`src/rtl/img_feeder_tcb_121_pkg.sv`:
```
// Shared definitions for the image feeder: frame geometry, FSM encoding and
// the result code reported when the NN top never answers.
package img_feeder_tcb_121_pkg;

  localparam int N_PIX = 121;
  localparam int PIX_W = 8;

  localparam logic [3:0] RES_ABORT = 4'hF;

  typedef enum logic [1:0] {
    ST_LOAD   = 2'd0,
    ST_FIRE   = 2'd1,
    ST_WAIT   = 2'd2,
    ST_RESULT = 2'd3
  } state_e;

endpackage

```
`src/rtl/img_feeder_tcb_121.sv`:
```
// Assembles a streamed frame into a flat vector, kicks the NN top with a
// one-cycle pulse, then captures its prediction (or a timeout abort code).
module img_feeder_tcb_121
  import img_feeder_tcb_121_pkg::*;
#(
  parameter int N_PIX       = img_feeder_tcb_121_pkg::N_PIX,
  parameter int PIX_W       = img_feeder_tcb_121_pkg::PIX_W,
  parameter int TIMEOUT_CYC = 1024
) (
  input  logic                   clk,
  input  logic                   rst,
  input  logic [PIX_W-1:0]       pix_in,
  input  logic                   pix_valid,
  input  logic                   pix_sof,
  output logic                   pix_ready,
  output logic [N_PIX*PIX_W-1:0] img_source,
  output logic                   valid_top,
  input  logic                   ready_top,
  input  logic [3:0]             number,
  output logic [3:0]             result,
  output logic                   result_err,
  output logic                   result_valid,
  input  logic                   result_ready
);

  localparam int PCNT_W = $clog2(N_PIX);
  localparam int WCNT_W = $clog2(TIMEOUT_CYC);
  localparam logic [PCNT_W-1:0] PCNT_LAST = PCNT_W'(N_PIX - 1);
  localparam logic [WCNT_W-1:0] WCNT_LAST = WCNT_W'(TIMEOUT_CYC - 1);

  state_e                   state_q, state_d;
  logic [PCNT_W-1:0]        pcnt_q, pcnt_d;
  logic [WCNT_W-1:0]        wcnt_q, wcnt_d;
  logic [N_PIX*PIX_W-1:0]   img_q, img_d;
  logic                     pix_ready_q, pix_ready_d;
  logic                     valid_top_q, valid_top_d;
  logic [3:0]               result_q, result_d;
  logic                     result_err_q, result_err_d;
  logic                     result_valid_q, result_valid_d;
  logic                     pix_xfer;

  assign pix_xfer = pix_valid && pix_ready_q;

  always_comb begin
    state_d      = state_q;
    pcnt_d       = pcnt_q;
    wcnt_d       = wcnt_q;
    img_d        = img_q;
    result_d     = result_q;
    result_err_d = result_err_q;

    unique case (state_q)
      ST_LOAD: begin
        if (pix_xfer) begin
          // A start-of-frame pixel always resynchronises to slot 0.
          if (pix_sof) begin
            img_d[PIX_W-1:0] = pix_in;
            pcnt_d           = PCNT_W'(1);
          end else begin
            img_d[int'(pcnt_q)*PIX_W +: PIX_W] = pix_in;
            if (pcnt_q == PCNT_LAST) begin
              pcnt_d  = '0;
              state_d = ST_FIRE;
            end else begin
              pcnt_d = pcnt_q + 1'b1;
            end
          end
        end
      end

      ST_FIRE: begin
        wcnt_d  = '0;
        state_d = ST_WAIT;
      end

      ST_WAIT: begin
        wcnt_d = wcnt_q + 1'b1;
        // A response in the last allowed cycle still beats the abort.
        if (ready_top) begin
          result_d     = number;
          result_err_d = (number > 4'd9);
          wcnt_d       = '0;
          state_d      = ST_RESULT;
        end else if (wcnt_q == WCNT_LAST) begin
          result_d     = RES_ABORT;
          result_err_d = 1'b1;
          wcnt_d       = '0;
          state_d      = ST_RESULT;
        end
      end

      ST_RESULT: begin
        if (result_ready) begin
          state_d = ST_LOAD;
        end
      end

      default: state_d = ST_LOAD;
    endcase

    // Handshake outputs are registered copies of the next state's decode.
    pix_ready_d    = (state_d == ST_LOAD);
    valid_top_d    = (state_d == ST_FIRE);
    result_valid_d = (state_d == ST_RESULT);
  end

  always_ff @(posedge clk) begin
    if (rst) begin
      state_q        <= ST_LOAD;
      pcnt_q         <= '0;
      wcnt_q         <= '0;
      img_q          <= '0;
      pix_ready_q    <= 1'b1;
      valid_top_q    <= 1'b0;
      result_q       <= '0;
      result_err_q   <= 1'b0;
      result_valid_q <= 1'b0;
    end else begin
      state_q        <= state_d;
      pcnt_q         <= pcnt_d;
      wcnt_q         <= wcnt_d;
      img_q          <= img_d;
      pix_ready_q    <= pix_ready_d;
      valid_top_q    <= valid_top_d;
      result_q       <= result_d;
      result_err_q   <= result_err_d;
      result_valid_q <= result_valid_d;
    end
  end

  assign pix_ready    = pix_ready_q;
  assign img_source   = img_q;
  assign valid_top    = valid_top_q;
  assign result       = result_q;
  assign result_err   = result_err_q;
  assign result_valid = result_valid_q;

endmodule

```
`config.mk`:
```
export PLATFORM = sky130hd
export DESIGN_NAME = img_feeder_tcb_121
export DESIGN_NICKNAME = d
export VERILOG_FILES = /design/src/rtl/img_feeder_tcb_121_pkg.sv /design/src/rtl/img_feeder_tcb_121.sv
export SDC_FILE = /design/constraint.sdc
export NUM_CORES = 2
export LEC_CHECK = 0
export CORE_AREA = 2 2 383 385
export DETAILED_ROUTE_END_ITERATION = 8
export DIE_AREA = 0 0 385 387
export GPL_ROUTABILITY_DRIVEN = 0
export PLACE_DENSITY = 0.5
export SLEW_MARGIN = 5
export SYNTH_ARGS = -nofsm -noshare
export SYNTH_HDL_FRONTEND = slang
export SYNTH_SLANG_ARGS = --single-unit
```
`constraint.sdc`:
```
create_clock -name clk -period 5.4 [get_ports clk]
set_input_delay 1.08 -clock clk [delete_from_list [all_inputs] [get_ports clk]]
set_output_delay 1.08 -clock clk [all_outputs]
set_load 0.05 [all_outputs]
```
==> flow_summary.json <==
{
  "status": "complete, no violations",
  "pin_count": 994,
  "grtUsageTotal_pct": 29.72,
  "cts_sinks": 995,
  "finalClockSkew_ns": 0.05519,
  "clk_pin_slew_ns": 0.06,
  "fillers": 14640,
  "finalWorstSetupSlack_ns": 0.6938,
  "critPathKind": "reg -> reg",
  "viasPerCell": 5.293,
  "ys.flop_type": "dfxtp_1",
  "drc_errors": 0,
  "rsz0062_at_grt": "false",
  "dieArea_mm2": 0.1490,
  "fp.dieW_um": 385,
  "ant_nets": 0,
  "postCtsResizedCells": 0,
  "synth_area_mm2": 0.03985,
  "grt_pass1_vias": 37240,
  "finalMaxSlewViolations": 0,
  "final_cell_mix": "dfxtp_1 (994), clkdlybuf4s50_1 (984), mux2i_1 (478)",
  "layout_commonest_cell": "dfxtp_1",
  "place_hpwl_um": 172200,
  "nets": 5304,
  "startpoint_type": "flop",
  "grt_max_degree": 166,
  "setup_tns_ns": 0,
  "synth_top_area_share_pct": 49.98,
  "antenna_found_initial": 14,
  "synth_cells": 4371,
  "hold_viol": 0,
  "dieHeight_um": 387,
  "post-route-period-util_pct": 87.15,
  "grt_pass1_wl_um": 312200,
  "synth_top_area_cell": "dfxtp_1",
  "period_needed_ns": 4.706,
  "yosys.area_share.simple_pct": 20.47,
  "clk_latency_ns": 0.76,
  "synth_adder_area_share_pct": 0.2826,
  "power_mw": 16.19,
  "synthArstFlopShare_pct": 0,
  "multi_input_area_mm2": 0.01883,
  "port_buffers": 993,
  "powerDensity_mw_per_mm2": 288.2,
  "synth_cell_types": 97,
  "numCtsBuffers": 113,
  "vias": 38520,
  "ir_worst_vdd_mv": 0.2663,
  "area_growth_pct": 41.01,
  "drtIter0Drc": 3098,
  "drt_pre_antenna_iters": 6,
  "cts_tree": "built",
  "cap_violations": 0,
  "postCtsSetupBuffers": 0,
  "synth_fp_nets": 4398,
  "hp-class": "reg -> reg",
  "htreeDepth": 3,
  "rows": 140,
  "synth_mux_area_share_pct": 12.07,
  "leakagePower_nw": 19.99,
  "synth-compound-area-share_pct": 13.11,
  "ys_warn_count": 0,
  "max_slew_margin_pct": 17.08,
  "clk_path_buf_depth": 3,
  "dp.cells": 7079,
  "synth_seq_cells": 995,
  "regArea_mm2": 0.01992,
  "arrival_ns": 5.30,
  "crit_required_ns": 5.99,
  "tightest_slew_ns": 1.240,
  "core_region_area_mm2": 0.1449,
  "fin_cells": 7276,
  "fmax_mhz": 212.5,
  "postCtsHoldBufs": 0,
  "syn_area_per_cell_um2": 9.117,
  "synth_top_family_by_area": "simple AND/OR/NAND/NOR gates",
  "pre_cts_slack_ns": 0.7155,
  "grt-ovfl-total": 0,
  "ys_seq_area_share_pct": 49.98,
  "yosys-top-cells-area": "dfxtp_1 (50%), mux2i_1 (12%), nand3_1 (4.5%)",
  "finalSetupViolCount": 0,
  "root_buffer": "clkbuf_16",
  "critPathCaptureType": "flop",
  "synth_edf_count": 0,
  "cp_max_fo": 18,
  "routed_wl_um": 229900,
  "wl_per_cell_um": 31.59,
  "drive_gt1_share_pct": 9.335,
  "synthXorXnorAreaFrac_pct": 0.1758,
  "start_util_pct": 27.51
}
per-stage QoR:
step / utilization, % / hold WS [ns] / cell area, µm²
after floorplan: - / 0.4519 / 39850
after global placement: 36.17 / 0.4390 / 52390
after detailed placement: 36.17 / 0.4437 / 52400
after CTS: 38.79 / 0.4507 / 56190
after global routing: 38.79 / 0.4606 / 56190
final: 38.79 / 0.4491 / 56200
Yosys cell counts, types with 50 or more instances:
master / number
a21oi_1: 169
buf_2: 51
clkbuf_1: 271
dfxtp_1: 995
mux2i_1: 478
nand2_1: 445
nand3_1: 356
nand4_1: 72
nor2_1: 450
nor3_1: 101
o211ai_1: 120
o21ai_0: 307
or3_1: 50
path summary, 6_finish.rpt:
path              slack (ns)       startpoint               to  cells after the start
setup / recovery        0.69        pcnt_q[1]    img_source[9]                      9
hold / removal          0.45  img_source[508]  img_source[508]                      2
setup reg to reg        0.69        pcnt_q[1]    img_source[9]                      9
hold reg to reg         0.45  img_source[508]  img_source[508]                      2
logic make-up after synthesis:
logic type	count (synthesis)
AOI/OAI and AO/OA	813
xor gates and xnor gates	8
adders and majority gates	9
buffers and inverters	387
DFF	995
muxes	480
and+or+nand+nor	1679
final cells by class:
class / count / area share, %
diodes: 3 / 0.01336
multi-input cells: 2989 / 33.51
repair buffers: 1147 / 19.79
clock inverters: 30 / 0.9285
clock buffers: 164 / 5.818
inverters: 31 / 0.2204
well taps: 1917 / 4.268
flip-flops and latches: 995 / 35.45
flip-flops by register name, indices dropped and copies added (netlist names):
signal,count
pix_ready,1
wcnt_q,10
img_source,968
result,4
result_err,1
pcnt_q,7
result_valid,1
valid_top,1
state_q,2
metal layers:
metal | up-vias | track usage (%) | part of all wire [%]
li1 | 17370 | - | -
met4 | 6 | 12.46 | 4.7
met1 | 19130 | 35.24 | 39
met5 | - | 0 | 0.017
met3 | 363 | 8.991 | 8.6
met2 | 1644 | 49.50 | 47
worst max-delay path, cell delays in order (launching register included):
cell       delay [ns]
dfxtp_1          0.30
buf_4            0.20
inv_1            0.06
ha_1             0.67
buf_4            0.33
or4bb_1          0.77
a2111oi_0        0.95
nand3_1          0.82
mux2i_1          0.35
nor2_1           0.06
power by group:
part           switching, mW  total (mW)  internal (mW)  leakage, nW
clock                   3.32        7.94           4.62         1.85
combinational          0.760       0.904          0.144         10.1
sequential           0.00211        7.35           7.34         8.01
total                   4.08        16.2           12.1         20.0
(Power assumes the default switching activity.)
